[config.mk]
export PLATFORM = sky130hd
export DESIGN_NAME = mjpg_stream_reader_flat
export DESIGN_NICKNAME = d
export VERILOG_FILES = /design/src/rtl/mjpg_pkg.sv /design/src/rtl/mjpg_stream_reader_if.sv /design/src/rtl/mjpg_bit_window.sv /design/src/rtl/mjpg_stream_reader.sv /design/src/flat_wrapper.sv
export SDC_FILE = /design/constraint.sdc
export NUM_CORES = 1
export LEC_CHECK = 0
export ABC_AREA = 1
export CAP_MARGIN = 20
export CORE_MARGIN = 10
export CORE_UTILIZATION = 60
export CTS_BUF_LIST = sky130_fd_sc_hd__clkbuf_16
export DETAILED_ROUTE_END_ITERATION = 7
export GPL_ROUTABILITY_DRIVEN = 0
export PLACE_DENSITY = 0.94
export SLEW_MARGIN = 20
export SYNTH_ARGS = -nofsm -noshare
export SYNTH_HDL_FRONTEND = slang
export SYNTH_SLANG_ARGS = --single-unit
[constraint.sdc]
create_clock -name clk -period 8.42 [get_ports clk]
set_clock_uncertainty 0.1 [all_clocks]
set_input_delay 1.263 -clock clk [delete_from_list [all_inputs] [get_ports clk]]
set_output_delay 1.263 -clock clk [all_outputs]
set_load 0.03 [all_outputs]
[src/rtl/mjpg_pkg.sv]
// mjpg_pkg: shared constants, parser state type and marker-code decoder for
// the MJPEG stream reader.
package mjpg_pkg;

    localparam int unsigned ACC_W = 32;
    localparam int unsigned DIM_W = 12;

    localparam logic [7:0] MK_FF   = 8'hFF;
    localparam logic [7:0] MK_SOI  = 8'hD8;
    localparam logic [7:0] MK_EOI  = 8'hD9;
    localparam logic [7:0] MK_SOF0 = 8'hC0;
    localparam logic [7:0] MK_SOS  = 8'hDA;
    localparam logic [7:0] MK_DHT  = 8'hC4;
    localparam logic [7:0] MK_DQT  = 8'hDB;
    localparam logic [7:0] MK_RST0 = 8'hD0;
    localparam logic [7:0] MK_RST7 = 8'hD7;
    localparam logic [7:0] MK_TEM  = 8'h01;

    typedef enum logic [2:0] {
        ST_IDLE,
        ST_MARK,
        ST_LEN,
        ST_BODY,
        ST_SCAN
    } state_e;

    typedef struct packed {
        state_e nxt;
        logic   sof;
        logic   sos;
        logic   soi;
    } mark_dec_t;

    // RST0..RST7 share the upper five bits 11010.
    function automatic logic is_rst_marker(input logic [7:0] b);
        return (b[7:3] == MK_RST0[7:3]);
    endfunction

    // Decision for the byte that follows an 0xFF: next state plus segment flags.
    function automatic mark_dec_t decode_marker(input logic [7:0] b);
        mark_dec_t d;
        d.nxt = ST_LEN;
        d.sof = 1'b0;
        d.sos = 1'b0;
        d.soi = 1'b0;
        if (b == MK_SOI) begin
            d.soi = 1'b1;
            d.nxt = ST_IDLE;
        end else if (b == MK_FF) begin
            d.nxt = ST_MARK;
        end else if (b == MK_SOF0) begin
            d.sof = 1'b1;
        end else if (b == MK_SOS) begin
            d.sos = 1'b1;
        end else if (b == MK_EOI || b == MK_TEM || is_rst_marker(b)) begin
            d.nxt = ST_IDLE;
        end
        return d;
    endfunction

endpackage

[src/rtl/mjpg_stream_reader_if.sv]
// mjpg_stream_reader_if: 8-bit valid/ready byte stream into the reader.
interface mjpg_stream_reader_if;

    logic       in_valid;
    logic [7:0] in_data;
    logic       in_ready;

    modport master (output in_valid, output in_data, input in_ready);
    modport slave  (input in_valid, input in_data, output in_ready);

endinterface

[src/rtl/mjpg_bit_window.sv]
// mjpg_bit_window: MSB-first bit accumulator. Each cycle it drops up to
// take_i leading bits and may append one byte directly below the bits that
// remain. Asking for more bits than are held flags over_o and clamps.
module mjpg_bit_window
    import mjpg_pkg::*;
(
    input  logic             clk,
    input  logic             rst,
    input  logic             en_i,
    input  logic             clear_i,
    input  logic [5:0]       take_i,
    input  logic             append_i,
    input  logic [7:0]       byte_i,
    output logic [ACC_W-1:0] win_o,
    output logic [5:0]       win_len_o,
    output logic             over_o
);

    localparam logic [5:0] APPEND_TOP = 6'(ACC_W - 8);

    logic [ACC_W-1:0] win_q, win_d;
    logic [5:0]       len_q, len_d;
    logic [5:0]       t;
    logic [5:0]       rem;
    logic [5:0]       sh;

    // Next window: clamp the take, shift out consumed bits, place the new byte.
    always_comb begin
        t      = '0;
        over_o = 1'b0;
        if (en_i) begin
            if (take_i > len_q) begin
                t      = len_q;
                over_o = 1'b1;
            end else begin
                t = take_i;
            end
        end
        rem   = len_q - t;
        sh    = APPEND_TOP - rem;
        win_d = win_q << t;
        len_d = rem;
        if (en_i && append_i) begin
            win_d = win_d | ({{(ACC_W-8){1'b0}}, byte_i} << sh);
            len_d = rem + 6'd8;
        end
        if (clear_i) begin
            win_d = '0;
            len_d = '0;
        end
    end

    // Window registers.
    always_ff @(posedge clk) begin
        if (rst) begin
            win_q <= '0;
            len_q <= '0;
        end else begin
            win_q <= win_d;
            len_q <= len_d;
        end
    end

    assign win_o     = win_q;
    assign win_len_o = len_q;

endmodule

[src/rtl/mjpg_stream_reader.sv]
// mjpg_stream_reader: MJPEG byte-stream receiver. Walks markers and
// length-prefixed segments, captures SOF0 dimensions, and inside a scan strips
// FF-00 stuffing and feeds entropy bits into mjpg_bit_window.
// Optional: define MJPG_READER_STATS_EN to add saturating byte/unstuff/frame
// counters.
module mjpg_stream_reader
    import mjpg_pkg::*;
(
    input  logic                 clk,
    input  logic                 rst,
    mjpg_stream_reader_if.slave  in_bus,
    output logic [ACC_W-1:0]     win,
    output logic [5:0]           win_len,
    input  logic [5:0]           take,
    output logic                 frame_start,
    output logic                 scan_start,
    output logic                 scan_done,
    output logic                 in_scan,
    output logic [DIM_W-1:0]     width,
    output logic [DIM_W-1:0]     height,
    output logic                 err
`ifdef MJPG_READER_STATS_EN
    ,
    output logic [31:0]          stat_bytes,
    output logic [31:0]          stat_unstuff,
    output logic [31:0]          stat_frames
`endif
);

    state_e           state_q;
    logic             pending_ff_q;
    logic [15:0]      seg_cnt_q;
    logic             len_lo_q;
    logic             sof_q;
    logic             sos_q;
    logic [2:0]       body_idx_q;
    logic [DIM_W-1:0] width_q;
    logic [DIM_W-1:0] height_q;
    logic             err_q;
    logic             frame_start_q;
    logic             scan_start_q;
    logic             scan_done_q;
    logic             in_scan_q;

    logic             in_ready_w;
    logic             acc;
    logic [7:0]       din;
    logic [15:0]      len_w;
    mark_dec_t        md_w;
    logic             mark_now;
    logic             win_append;
    logic             win_clear;
    logic [7:0]       win_byte;
    logic             win_over;
    logic             win_en;

    assign din        = in_bus.in_data;
    assign win_en     = (state_q == ST_SCAN);
    // An FF is only taken with room for a byte; while it is pending the window
    // cannot grow, so the following stuff 00 is never refused.
    assign in_ready_w = (state_q != ST_SCAN) || (win_len <= 6'd24) || pending_ff_q;
    assign in_bus.in_ready = in_ready_w;
    assign acc        = in_bus.in_valid && in_ready_w;
    assign len_w      = {seg_cnt_q[15:8], din};

    // Byte routing: decode marker codes and choose what enters the window.
    always_comb begin
        md_w       = decode_marker(din);
        mark_now   = 1'b0;
        win_append = 1'b0;
        win_clear  = 1'b0;
        win_byte   = din;
        if (acc && state_q == ST_MARK) begin
            mark_now = 1'b1;
        end
        if (acc && state_q == ST_SCAN) begin
            if (!pending_ff_q) begin
                win_append = (din != MK_FF);
            end else if (din == 8'h00) begin
                win_append = 1'b1;
                win_byte   = MK_FF;
            end else if (din != MK_FF && !is_rst_marker(din)) begin
                // EOI or an unexpected marker ends the scan.
                win_clear = 1'b1;
                mark_now  = (din != MK_EOI);
            end
        end
    end

    mjpg_bit_window u_win (
        .clk       (clk),
        .rst       (rst),
        .en_i      (win_en),
        .clear_i   (win_clear),
        .take_i    (take),
        .append_i  (win_append),
        .byte_i    (win_byte),
        .win_o     (win),
        .win_len_o (win_len),
        .over_o    (win_over)
    );

    // Marker/segment parser with registered status outputs.
    always_ff @(posedge clk) begin
        if (rst) begin
            state_q       <= ST_IDLE;
            pending_ff_q  <= 1'b0;
            seg_cnt_q     <= '0;
            len_lo_q      <= 1'b0;
            sof_q         <= 1'b0;
            sos_q         <= 1'b0;
            body_idx_q    <= '0;
            width_q       <= '0;
            height_q      <= '0;
            err_q         <= 1'b0;
            frame_start_q <= 1'b0;
            scan_start_q  <= 1'b0;
            scan_done_q   <= 1'b0;
            in_scan_q     <= 1'b0;
        end else begin
            frame_start_q <= 1'b0;
            scan_start_q  <= 1'b0;
            scan_done_q   <= 1'b0;
            if (win_over) begin
                err_q <= 1'b1;
            end
            if (acc) begin
                unique case (state_q)
                    ST_IDLE: begin
                        if (din == MK_FF) begin
                            state_q <= ST_MARK;
                        end
                    end
                    ST_MARK: begin
                        // handled by the shared marker block below
                    end
                    ST_LEN: begin
                        if (!len_lo_q) begin
                            seg_cnt_q[15:8] <= din;
                            len_lo_q        <= 1'b1;
                        end else begin
                            len_lo_q   <= 1'b0;
                            body_idx_q <= '0;
                            if (len_w < 16'd2) begin
                                err_q     <= 1'b1;
                                seg_cnt_q <= '0;
                                state_q   <= ST_IDLE;
                            end else if (len_w == 16'd2) begin
                                seg_cnt_q <= '0;
                                if (sos_q) begin
                                    state_q      <= ST_SCAN;
                                    scan_start_q <= 1'b1;
                                    in_scan_q    <= 1'b1;
                                    pending_ff_q <= 1'b0;
                                end else begin
                                    state_q <= ST_IDLE;
                                end
                            end else begin
                                seg_cnt_q <= len_w - 16'd2;
                                state_q   <= ST_BODY;
                            end
                        end
                    end
                    ST_BODY: begin
                        if (sof_q) begin
                            case (body_idx_q)
                                3'd1: height_q[DIM_W-1:8] <= din[DIM_W-9:0];
                                3'd2: height_q[7:0]       <= din;
                                3'd3: width_q[DIM_W-1:8]  <= din[DIM_W-9:0];
                                3'd4: width_q[7:0]        <= din;
                                default: ;
                            endcase
                        end
                        if (body_idx_q != 3'd7) begin
                            body_idx_q <= body_idx_q + 3'd1;
                        end
                        seg_cnt_q <= seg_cnt_q - 16'd1;
                        if (seg_cnt_q == 16'd1) begin
                            if (sos_q) begin
                                state_q      <= ST_SCAN;
                                scan_start_q <= 1'b1;
                                in_scan_q    <= 1'b1;
                                pending_ff_q <= 1'b0;
                            end else begin
                                state_q <= ST_IDLE;
                            end
                        end
                    end
                    ST_SCAN: begin
                        if (!pending_ff_q) begin
                            if (din == MK_FF) begin
                                pending_ff_q <= 1'b1;
                            end
                        end else if (din == 8'h00 || is_rst_marker(din)) begin
                            pending_ff_q <= 1'b0;
                        end else if (din == MK_EOI) begin
                            pending_ff_q <= 1'b0;
                            scan_done_q  <= 1'b1;
                            in_scan_q    <= 1'b0;
                            state_q      <= ST_IDLE;
                        end else if (din != MK_FF) begin
                            pending_ff_q <= 1'b0;
                            in_scan_q    <= 1'b0;
                            err_q        <= 1'b1;
                        end
                    end
                    default: state_q <= ST_IDLE;
                endcase
            end
            // Marker code after FF, from MARK or as an error exit out of SCAN;
            // placed last so an SOI clears an error raised in the same cycle.
            if (mark_now) begin
                state_q  <= md_w.nxt;
                sof_q    <= md_w.sof;
                sos_q    <= md_w.sos;
                len_lo_q <= 1'b0;
                if (md_w.soi) begin
                    frame_start_q <= 1'b1;
                    err_q         <= 1'b0;
                end
            end
        end
    end

    assign frame_start = frame_start_q;
    assign scan_start  = scan_start_q;
    assign scan_done   = scan_done_q;
    assign in_scan     = in_scan_q;
    assign width       = width_q;
    assign height      = height_q;
    assign err         = err_q;

`ifdef MJPG_READER_STATS_EN
    logic [31:0] stat_bytes_q;
    logic [31:0] stat_unstuff_q;
    logic [31:0] stat_frames_q;

    // Saturating traffic counters, cleared by reset only.
    always_ff @(posedge clk) begin
        if (rst) begin
            stat_bytes_q   <= '0;
            stat_unstuff_q <= '0;
            stat_frames_q  <= '0;
        end else begin
            if (acc && stat_bytes_q != '1) begin
                stat_bytes_q <= stat_bytes_q + 32'd1;
            end
            if (acc && win_en && pending_ff_q && din == 8'h00 && stat_unstuff_q != '1) begin
                stat_unstuff_q <= stat_unstuff_q + 32'd1;
            end
            if (acc && win_en && pending_ff_q && din == MK_EOI && stat_frames_q != '1) begin
                stat_frames_q <= stat_frames_q + 32'd1;
            end
        end
    end

    assign stat_bytes   = stat_bytes_q;
    assign stat_unstuff = stat_unstuff_q;
    assign stat_frames  = stat_frames_q;
`endif

endmodule

[src/flat_wrapper.sv]
// flat-port wrapper written by rule: the top's interface ports become plain ports
module mjpg_stream_reader_flat import mjpg_pkg::*;
  (clk, rst, win, win_len, take, frame_start, scan_start, scan_done, in_scan, width, height, err, in_bus_in_valid, in_bus_in_data, in_bus_in_ready);
  mjpg_stream_reader_if in_bus_i ();
  input  logic clk;
  input  logic rst;
  output logic [ACC_W-1:0] win;
  output logic [5:0] win_len;
  input  logic [5:0] take;
  output logic frame_start;
  output logic scan_start;
  output logic scan_done;
  output logic in_scan;
  output logic [DIM_W-1:0] width;
  output logic [DIM_W-1:0] height;
  output logic err;
  input wire logic [$bits(in_bus_i.in_valid)-1:0] in_bus_in_valid;
  input wire logic [$bits(in_bus_i.in_data)-1:0] in_bus_in_data;
  output wire logic [$bits(in_bus_i.in_ready)-1:0] in_bus_in_ready;
  assign in_bus_i.in_valid = in_bus_in_valid;
  assign in_bus_i.in_data = in_bus_in_data;
  assign in_bus_in_ready = in_bus_i.in_ready;
  mjpg_stream_reader u_core (.clk(clk), .rst(rst), .in_bus(in_bus_i), .win(win), .win_len(win_len), .take(take), .frame_start(frame_start), .scan_start(scan_start), .scan_done(scan_done), .in_scan(in_scan), .width(width), .height(height), .err(err));
endmodule
* After elaboration in Yosys (flattened, before gate mapping) *
Cells that the tools add are included.

operators by class
  order comparisons = 3
  bitwise operators = 5
  reduce and logical (&&, ||, !) cells = 32
  shift-type cells = 2
  equal/unequal tests = 36
  mux-type cells = 93
  add/subtract/negate cells = 6

operators by type and width
  kind                                                                            number
  1-bit 2-to-1 mux                                                                55
  3-bit 2-to-1 mux                                                                16
  8-bit equality test (second input constant)                                     5
  8-bit 2-to-1 mux                                                                5
  16-bit 2-to-1 mux                                                               2
  32-bit 2-to-1 mux                                                               1
  32-bit bitwise OR                                                               1
  16-bit one-hot mux with 2 select lines                                          1
  32-bit by 6-bit left shift with 32-bit output                                   1
  8-bit by 6-bit left shift with 32-bit output                                    1
  4-bit AND reduction                                                             5
  6-bit 2-to-1 mux                                                                3
  3-bit by 1-bit != test with 1-bit output (second input constant)                6
  16-bit by 1-bit equality test with 1-bit output (second input constant)         1
  16-bit by 2-bit equality test with 1-bit output (second input constant)         1
  16-bit by 2-bit less-than comparator with 1-bit output (second input constant)  1
  8-bit != test (second input constant)                                           2
  16-bit by 1-bit subtractor with 16-bit output (second input constant)           1
  16-bit by 2-bit subtractor with 16-bit output (second input constant)           1
  3-bit one-hot mux with 5 select lines                                           1
  3-bit by 2-bit equality test with 1-bit output (second input constant)          4
  2-bit by 1-bit != test with 1-bit output (second input constant)                6
  9-bit AND reduction                                                             1
  8-bit by 1-bit equality test with 1-bit output (second input constant)          1
  other kinds (30)                                                                55

word-level totals
  logic and storage cells = 196
  output and inout port bits = 68
  flip-flop bits (word level) = 93
  bits of input ports = 17

* Longest topological paths before layout *
  depth after elaboration = 12
  depth in mapped cells = 32
  mapped depth without buffers = 31

* Hierarchy *
Synthesis repeated with hierarchy kept, for this count alone.

second synthesis, totals
  cells, all modules = 1,388
  area, all modules = 8,122.8 um^2

modules (own cells, without submodules)
  module              area an instance (um^2)  cells each  times used  seq. area each (um^2)
  mjpg_bit_window     4,400.5                  797         1           760.7
  mjpg_stream_reader  3,722.3                  591         1           1,101.1

* Worst setup path after synthesis *
No wires, ideal clock.

  kind = in2reg
  from = in take[5]
  to = reg u_core.u_win.win_q[8] (netlist: u_core.u_win.win_o[8])
  setup slack = 3,639 ps
  buffers on the path = 2
  data arrival time = 4,610 ps
  required time = 8,249 ps
  cell stages on the path = 27
  setup time = 71 ps
  cells stage by stage = ha_1 -> nand2_2 -> nor2_4 -> nand2_1 -> nand3_2 -> nand2_4 -> nand2_4 -> nand3_2 -> buf_6 -> inv_1 -> ha_1 -> inv_1 -> fa_1 -> nand2_1 -> nand2_1 -> a21oi_1 -> xnor2_1 -> ha_1 -> inv_1 -> o21ai_0 -> nand3_1 -> nand2_2 -> nand2_4 -> nor2_4 -> buf_6 -> nand3_1 -> a21oi_1

on the way
  longest elaborated chain between the ends = 8
  elaborated cells between the ends (all ways) = 9
  classes of those cells = add/sub (2); order compare (1); shift (2); mux (3); bitwise (1)

RTL lines
  element                                       RTL line               RTL
  start: declaration                            flat_wrapper.sv:9      input logic [5:0] take;
  6-bit > comparator                            mjpg_bit_window.sv:32  if (take_i > len_q) begin
  6-bit 2-to-1 mux (*)                          mjpg_bit_window.sv:32
  6-bit 2-to-1 mux (*)                          mjpg_bit_window.sv:31  if (en_i) begin
  6-bit subtractor                              mjpg_bit_window.sv:39  rem = len_q - t;
  5-bit by 6-bit subtractor with 6-bit output   mjpg_bit_window.sv:40  sh = APPEND_TOP - rem;
  8-bit by 6-bit left shift with 32-bit output  mjpg_bit_window.sv:44  win_d = win_d | ({{(ACC_W-8){1'b0}}, byte_i} << sh);
  32-bit bitwise OR                             mjpg_bit_window.sv:44
  32-bit 2-to-1 mux (*)                         mjpg_bit_window.sv:43  if (en_i && append_i) begin
  end signal: assignment                        mjpg_bit_window.sv:59  win_q <= win_d;
  end: declaration                              mjpg_bit_window.sv:21  logic [ACC_W-1:0] win_q, win_d;

Mark *: on every way between the ends. The rest lies on a longest branch, timed or not.
A chain may end at the register's enable or synchronous reset.

* Worst setup path after layout *
  from = in take[5]
  to = reg u_core.u_win.win_q[19] (netlist: u_core.u_win.win_o[19])

The elaborated chain is that of the path after synthesis.

==> out/metrics.yaml <==
min_path:
  holdPathStages: 2
  min_from: "u_core.in_scan"
  holdCritPathClass: "flip-flop to flip-flop"
cells_and_area:
  nNetsFinal: 1325
  area_growth_pct: 14.7
  fillers: 1020
  multiInputGateArea_um2: 4880
  insertedDiodeCount: 0
  finalNonFillerCells: 1457
  final_cell_area_um2: 8630
  drive_gt1_share_pct: 5.82
  fin_util_pct: 70.9
  seqCellArea_um2: 1860
placed_design:
  dp.cells: 1441
  preCtsSetupSlack_ns: 1.56
  placed_area_um2: 8340
  port_buffers: 84
  hpwl_um: 17500
timing:
  period_minus_slack_ns: 6.79
  worstMarginPinSlew_ns: 0.957
  relSlewSlack_pct: 36.1
  finalCritPeriodShare_pct: 80.6
  setup_tns_ns: 0
  setup_viol: 0
  fin_ws_ns: 1.63
  rsz0062_at_grt: "false"
  clock.fmax_mhz: 147
  whs_ns: 0.357
  finalMaxSlewViolations: 0
  hold_viol_final: 0
synthesis:
  synth_top_cell_area_share_pct: 24.8
  ys_seq_area_share_pct: 24.8
  ys_types: 51
  yosys-top-cells-area: "dfxtp_1, nand3_1, nand2_1, nor2_1, inv_1"
  synth_ff_type: "dfxtp_1"
  yosysWarnings: 0
  synthTopCellsByCount: "nand2_1, nand3_1, nor2_1, inv_1, dfxtp_1"
  ys_seq_elements: 93
  synth_nets: 1281
  synth-edff-count: 0
  avgSynthCellArea_um2: 6.06
  yosys.area.top_type: "dfxtp_1"
  netlist_instances: 1240
  netlist_area_um2: 7520
  synth.most_common_cell: "nand2_1"
  async_reset_ff_share_pct: 0
floorplanning:
  die_y_um: 132
  rows: 40
  ioPinCount: 85
  core_area_um2: 12200
  die_area_um2: 17400
  initial_core_util_pct: 61.8
  die_w_um: 132
power_and_ir_drop:
  power-per-cell-area_nw_per_um2: 391
  p_total_mw: 3.37
  power_leakage_nw: 3.73
  ir_drop_v: 0.000185
route:
  drt_iter0_markers: 1298
  wire_per_inst_um: 16.1
  dr.pass1.iters: 8
  drc: 1
  wl_met1_um: 8860
  dr_wl_met2_um: 10900
  totalWireLength_um: 23500
  route.met3.wl_um: 2660
  viasPerCell: 6.07
  dr.max_layer_used: "met4"
  via_count: 8842
  ant_nets: 0
global_route:
  grt_pass1_vias: 8024
  antenna_found_initial: 0
  globalRouteTotalUtil_pct: 26.0
  grt_max_degree: 57
  grt_pass1_wl_um: 38800
  globalRouteOverflowTotal: 0
setup_path:
  cp.depth: 21
  path_common_cell: "inv_1"
  crit_fanout: 56
  critPathBufInv: 4
  cp_top_family: "simple AND/OR/NAND/NOR gates"
  cp_cell_sequence: "clkdlybuf4s50_1, ha_1, nand2_2, nor2_4, nand2_1, nand3_2, nand2_4, nand2_4, nand3_2, inv_1, ha_1, inv_1, fa_1, xnor2_1, nand3_1, xor2_1, inv_1, nand3_1, nor2_1, nor2_1, a21oi_1"
  critPathLaunch: "take[5]"
  required_ns: 8.55
  r2r_start: "u_core.u_win.win_len_o[1]"
  cp-start-kind: "input port"
  crit_path_end_kind: "flip-flop"
  worstSetupPathType: "input port to flip-flop"
  critPathMaxStageDelay_ns: 0.75
  worst_ep_arrival_time_ns: 6.92
  reg2reg_depth: 20
  cp_slowest_cell: "nand3_2"
clock_network:
  cts_sinks: 93
  insertion_delay_ns: 0.36
  clkTransAtPathRegs_ns: 0.07
  cts_buffers: 9
  cts_setup_buffers: 0
  cts_buffer_depth: 2
  cts_resized: 0
  clockRootBuffer: "clkbuf_16"
  cts_tree: "yes"
  ctsHoldBuffers: 0
  h-tree-depth: 3
run_status:
  status: "complete, but fails checks"
  violations: "design-rule violations"
flow_run:
  maxCapViolCount: 0
## kinds of logic after synthesis
family | count (synthesis) | share of synthesized area [%]
buffers and inverters | 194 | 10.6
flip-flops | 93 | 24.8
XOR/XNOR | 24 | 2.80
AND/OR/NAND/NOR | 723 | 44.2
AO/OA/AOI/OAI | 182 | 13.6
adder cells (fa/ha/maj) | 24 | 4.09
## registers in the layout (all words and copies together) (netlist names), 3 cells and up
register and count:
u_core.body_idx_q 3, u_core.height 12, u_core.seg_cnt_q 16, u_core.state_q 3, u_core.u_win.win_len_o 6, u_core.u_win.win_o 32
u_core.width 12
## cell type report
type,count,area share [%]
multi-input combinational,953,56.5
clock buffer,9,2.61
sequential,93,21.6
timing repair buffer,88,10.1
tap,168,2.44
inverter,139,6.06
clock inverter,7,0.667
## final timing paths
| path | end | slack (ns) |
|---|---|---|
| setup / recovery | u_core.u_win.win_o[19] | 1.63 |
| hold / removal | u_core.in_scan | 0.36 |
| setup reg to reg | u_core.u_win.win_o[19] | 2.42 |
| hold reg to reg | u_core.in_scan | 0.36 |
## layer usage
layer / up-vias / track usage [%]
met5: - / 0
met4: 0 / 12.7
met3: 95 / 6.40
met2: 603 / 42.8
met1: 3935 / 30.7
li1: 4209 / -
## tightest hold or removal path: stages (launching register included)
cell and delay [ns]:
dfxtp_1 0.31, inv_1 0.05, a21oi_1 0.05
## power by group
group / internal [mW] / switching [mW] / leakage [nW] / total [mW]
Combinational: 0.703 / 1.64 / 2.84 / 2.35
Clock: 0.205 / 0.193 / 0.140 / 0.398
Sequential: 0.529 / 0.0977 / 0.753 / 0.626
## cell usage in the layout (no fill, tap or decap), types with 3 or more instances in the layout
master and count:
a211oi_1 7, buf_4 4, nor3_1 14, o21ai_0 38, inv_2 14, nand2_1 265
nand4_1 27, clkbuf_16 9, nand2_4 5, clkdlybuf4s50_1 84, xor2_1 18, nor2_1 154
o22ai_1 9, a21oi_1 87, a31oi_1 5, xnor2_1 5, inv_6 3, nand3_2 6
nor2_4 7, o21ai_1 13, o211ai_1 7, nand2_2 9, ha_1 23, a221oi_1 3
o221ai_1 3, nand3_1 221, inv_1 124, dfxtp_1 93
(Power assumes the default switching activity.)
